**src/rtl/uart_tx_sched.sv**
```systemverilog
// Round-robin 8N1 transmitter shared by two byte requesters.
// One frame is start, 8 data bits LSB first, stop; each bit lasts BAUD_DIV cycles.
module uart_tx_sched #(
   parameter int BAUD_DIV = 10408,
   parameter int CNT_W    = 16
) (
   input  logic       clk,
   input  logic       rst,
   input  logic       req0_valid,
   input  logic [7:0] req0_data,
   input  logic       req1_valid,
   input  logic [7:0] req1_data,
   output logic       ack0,
   output logic       ack1,
   output logic       busy,
   output logic       grant_id,
   output logic       txd
);

   typedef enum logic [1:0] {
      IDLE,
      START,
      DATA,
      STOP
   } state_t;

   localparam logic [CNT_W-1:0] RELOAD = CNT_W'(BAUD_DIV - 1);

   state_t           state_q, state_d;
   logic [CNT_W-1:0] cnt_q, cnt_d;
   logic [2:0]       bit_q, bit_d;
   logic [7:0]       shift_q, shift_d;
   logic             last_q, last_d;
   logic             gid_q, gid_d;
   logic             ack0_q, ack0_d;
   logic             ack1_q, ack1_d;
   logic             busy_q, busy_d;
   logic             txd_q, txd_d;

   logic             any_req;
   logic             pick1;
   logic [7:0]       pick_data;
   logic             bit_end;
   logic             grant_en;

   // Requester 1 wins alone, or on a tie when requester 0 was served last.
   assign any_req   = req0_valid | req1_valid;
   assign pick1     = req1_valid & (~req0_valid | ~last_q);
   assign pick_data = pick1 ? req1_data : req0_data;
   assign bit_end   = (cnt_q == '0);

   always_comb begin
      state_d  = state_q;
      cnt_d    = cnt_q;
      bit_d    = bit_q;
      shift_d  = shift_q;
      last_d   = last_q;
      gid_d    = gid_q;
      ack0_d   = 1'b0;
      ack1_d   = 1'b0;
      busy_d   = busy_q;
      txd_d    = txd_q;
      grant_en = 1'b0;

      unique case (state_q)
         IDLE: begin
            cnt_d    = RELOAD;
            txd_d    = 1'b1;
            busy_d   = 1'b0;
            grant_en = any_req;
         end
         START: begin
            if (bit_end) begin
               state_d = DATA;
               cnt_d   = RELOAD;
               bit_d   = 3'd0;
               txd_d   = shift_q[0];
            end else begin
               cnt_d = cnt_q - CNT_W'(1);
            end
         end
         DATA: begin
            if (bit_end) begin
               cnt_d = RELOAD;
               if (bit_q == 3'd7) begin
                  state_d = STOP;
                  txd_d   = 1'b1;
               end else begin
                  shift_d = shift_q >> 1;
                  bit_d   = bit_q + 3'd1;
                  txd_d   = shift_q[1];
               end
            end else begin
               cnt_d = cnt_q - CNT_W'(1);
            end
         end
         STOP: begin
            if (bit_end) begin
               cnt_d = RELOAD;
               if (any_req) begin
                  grant_en = 1'b1;
               end else begin
                  state_d = IDLE;
                  busy_d  = 1'b0;
                  txd_d   = 1'b1;
               end
            end else begin
               cnt_d = cnt_q - CNT_W'(1);
            end
         end
         default: begin
            state_d = IDLE;
         end
      endcase

      // Grant from IDLE or straight out of the stop bit: no idle gap.
      if (grant_en) begin
         state_d = START;
         cnt_d   = RELOAD;
         bit_d   = 3'd0;
         shift_d = pick_data;
         gid_d   = pick1;
         last_d  = pick1;
         ack0_d  = ~pick1;
         ack1_d  = pick1;
         busy_d  = 1'b1;
         txd_d   = 1'b0;
      end
   end

   always_ff @(posedge clk) begin
      if (!rst) begin
         state_q <= IDLE;
         cnt_q   <= RELOAD;
         bit_q   <= 3'd0;
         shift_q <= 8'd0;
         last_q  <= 1'b1;
         gid_q   <= 1'b0;
         ack0_q  <= 1'b0;
         ack1_q  <= 1'b0;
         busy_q  <= 1'b0;
         txd_q   <= 1'b1;
      end else begin
         state_q <= state_d;
         cnt_q   <= cnt_d;
         bit_q   <= bit_d;
         shift_q <= shift_d;
         last_q  <= last_d;
         gid_q   <= gid_d;
         ack0_q  <= ack0_d;
         ack1_q  <= ack1_d;
         busy_q  <= busy_d;
         txd_q   <= txd_d;
      end
   end

   assign ack0     = ack0_q;
   assign ack1     = ack1_q;
   assign busy     = busy_q;
   assign grant_id = gid_q;
   assign txd      = txd_q;

endmodule

```
**config.mk**
```make
export PLATFORM = sky130hd
export DESIGN_NAME = uart_tx_sched
export DESIGN_NICKNAME = d
export VERILOG_FILES = /design/src/rtl/uart_tx_sched.sv
export SDC_FILE = /design/constraint.sdc
export NUM_CORES = 1
export LEC_CHECK = 0
export BUFFER_PORTS_ARGS = -buffer_cell sky130_fd_sc_hd__buf_4
export CORE_UTILIZATION = 47
export DETAILED_ROUTE_END_ITERATION = 7
export PLACE_DENSITY_LB_ADDON = 0.3
export SLEW_MARGIN = 20
export SYNTH_ARGS = -nofsm -noshare
export SYNTH_HDL_FRONTEND = slang
export SYNTH_SLANG_ARGS = --single-unit
```
**constraint.sdc**
```tcl
create_clock -name clk -period 2.3 [get_ports clk]
set_clock_uncertainty 0.15 [all_clocks]
set_input_delay 0.115 -clock clk [delete_from_list [all_inputs] [get_ports clk]]
set_output_delay 0.115 -clock clk [all_outputs]
set_load 0.005 [all_outputs]
```
==> reports/summary.txt <==
Status: finished clean
Crit path from: cnt_q[0]$_SDFF_PP1_
Initial core utilization: 51.3%
Power Internal: 1.30 mW
TritonCTS Buffers: 5
Die width: 63.6 um
VDD IR max: 526 uV
Flop and latch count out of synthesis: 35
Critical Path RT: 2.30 ns
Comb pwr share: 36.4%
Reg2reg end: shift_q[5]$_SDFFE_PN0P_
Cell with the most instances after synthesis: dfxtp_1
Sink Count: 35
Post-DR wirelength/cell: 12.3 um
CTS tree: built
Post-synth top area cell: dfxtp_1
First-pass GRT wire length: 5670 um
Synth unique cells: 43
Switching Share: 35.1%
Synth async-reset ratio: 0%
Final Hold Viols: 0
Ranking of synthesized cells by area: dfxtp_1 39%, ha_1 7.0%, mux2_2 5.1%
Seq/Total Area, Yosys: 39.4%
Leak pwr: 0.816 nW
Ant diodes: 0
Port Buf Inserts: 24
Worst EP arrival: 2.07 ns
Final Max Tran Viols: 0
Share of cells above drive strength 1: 24.1%
Routed vias/inst: 5.20
Rows: 21
Syn_nets: 223
Relative slew slack: 72.5%
Slowest stage cell, crit path: dfxtp_1
Max cap viols: 0
Final setup violation count: 0
Type of the worst setup path: reg -> reg
Overall Global Routing Usage: 18.0%
Antenna Nets Post-Route: 0
Die area: 4040 sq um
Final Core Density: 61.3%
Worst Path Max Fanout: 5
R2R Setup Slk: 0.23 ns
Seq pwr share: 41.5%
Reg clk slew, reported paths: 0.06 ns
Pwr per Cell Area: 940 nW/um^2
Boundary pin count: 25
Post-DP HPWL: 2400 um
Final nets: 254
Gr ovfl total: 0
RSZ-0062 raised after global routing: false
Cell Chain, Critical Path: inv_1 -> ha_1 -> nor4b_2 -> and4_1 -> and2_1 -> buf_4 -> mux2i_1 -> a21oi_1
Fmax: 483 MHz
Yosys warns: 0
Insertion delay to the later sink of the worst-skew pair: 0.28 ns
Ys flop type: dfxtp_1
CP delay by family, top: simple AND/OR/NAND/NOR gates
Post-Syn Area: 1780 sq um
Reg2reg start: cnt_q[0]$_SDFF_PP1_
Cells after Synth: 193
Synthesized area per cell: 9.23 sq um
Area Overhead vs Synth: 19.4%
WL final: 3320 um
Post-route clock period utilization: 90.0%
End point of the critical path: shift_q[5]$_SDFFE_PN0P_
Critical Path Source Type: register
Synth top cells by count: 35 x dfxtp_1, 19 x nand2_1, 16 x a21oi_1, 15 x nor2_1, 10 x ha_1
Worst hold-check path type: in -> reg
Critical path depth in cells: 8
Placer Congestion: 0.752
Buf/Inv on CP: 2
Worst R2R Path Depth: 8
Max stage delay on crit path: 0.34 ns
Core ar.: 3470 sq um
First-pass detailed-route iteration total: 4
Minimum clock period: 2.07 ns
Vias in the first global route: 1258
Post-route DRC: 0
Number of flops mapped to enable cells by yosys: 0
Largest net degree at the start of global routing: 22
Switching power: 702 uW
Final setup TNS: 0 ns
Via count: 1405
Longest Clk Path Bufs: 2
Initial DRC count: 52
Chip height: 63.6 um
CTS root buffer: clkbuf_8
Htree depth: 2
Initial antenna violation count: 0
Worst slew pin tran: 0.409 ns
CP endpoint kind: register
Clock network power share: 22.0%
Yosys top cell area share: 39.4%
## worst min-delay path, delay by kind of cell
family	cells	cell delay, ns
multiplexers	1	0.13
AO/OA/AOI/OAI	2	0.14
buffers and inverters	1	0.07
## cell usage in the layout (no fill, tap or decap), types with 3 or more instances in the layout
cell / instances
a21oi_1: 16
and3_1: 3
buf_4: 29
clkbuf_8: 6
dfxtp_1: 35
ha_1: 10
inv_1: 6
mux2_2: 8
mux2i_1: 8
nand2_1: 19
nand3_1: 3
nor2_1: 15
nor3_1: 5
o21ai_0: 4
o21ai_1: 9
o31ai_1: 3
xnor2_1: 7
xor2_1: 5
## metal layers
metal,up-vias,track usage (%),part of all wire [%]
li1,743,-,-
met1,632,23.3,48
met2,25,27.8,46
met3,5,5.98,4.5
met4,0,5.97,1.4
met5,-,0,0
## what timing repair did
action	4_1_cts	5_1_grt
setup endpoints to repair	0	9
setup buffers	0	0
gates resized for setup	0	1
hold buffers	1	0
hold endpoints to repair	2	0
## per-stage QoR
step | power [mW] | std cells | cell area [sq um] | hold slack, ns | setup WS, ns
finish | 2.00 | 270 | 2130 | 0.0602 | 0.231
global route | 2.15 | 270 | 2130 | 0.0718 | 0.0949
floorplan | 1.37 | 193 | 1780 | 0.149 | 0.433
CTS | 2.01 | 270 | 2120 | 0.0614 | 0.0946
detailed placement | 1.56 | 262 | 2030 | 0.245 | 0.146
global placement | 1.56 | 262 | 2030 | 0.237 | 0.185
## state kept, by name, indices dropped and copies added, names as in the netlist
name	count
last_q	1
shift_q	8
busy	1
ack1	1
bit_q	3
cnt_q	16
state_q	2
ack0	1
grant_id	1
txd	1
## power groups by stage
stage	clock [mW]	sequential, mW	combinational (mW)
finish	0.440	0.830	0.728
global route	0.483	0.845	0.821
CTS	0.454	0.829	0.729
detailed placement	0	0.841	0.720
global placement	0	0.839	0.717
floorplan	0	0.824	0.548
## cell type report
type	instances	area, sq um
sequential	35	701
tap	46	57.6
inverter	6	22.5
clock buffer	6	82.6
clock inverter	1	5.00
multi-input combinational	146	1030
timing repair buffer	30	228
fill	300	1340
## worst min path at each step
stage,start,to,slack (ns),cells past startpoint
floorplan,rst,shift_q[7]$_SDFFE_PN0P_,0.15,2
global placement,rst,last_q$_SDFFE_PN1P_,0.24,2
detailed placement,rst,last_q$_SDFFE_PN1P_,0.24,2
CTS,req1_data[1],shift_q[1]$_SDFFE_PN0P_,0.06,4
global route,req1_data[1],shift_q[1]$_SDFFE_PN0P_,0.07,4
finish,req0_data[1],shift_q[1]$_SDFFE_PN0P_,0.06,4
## logic make-up after synthesis
| family | count (synthesis) | synth area share, % |
|---|---|---|
| compound gates | 42 | 13.9 |
| buf+inv | 12 | 2.88 |
| fa+ha+maj | 10 | 7.03 |
| simple gates | 66 | 21.4 |
| xor+xnor | 12 | 5.90 |
| mux | 16 | 9.56 |
| flops | 35 | 39.4 |
Note: power is estimated with default switching activity, not from simulation.
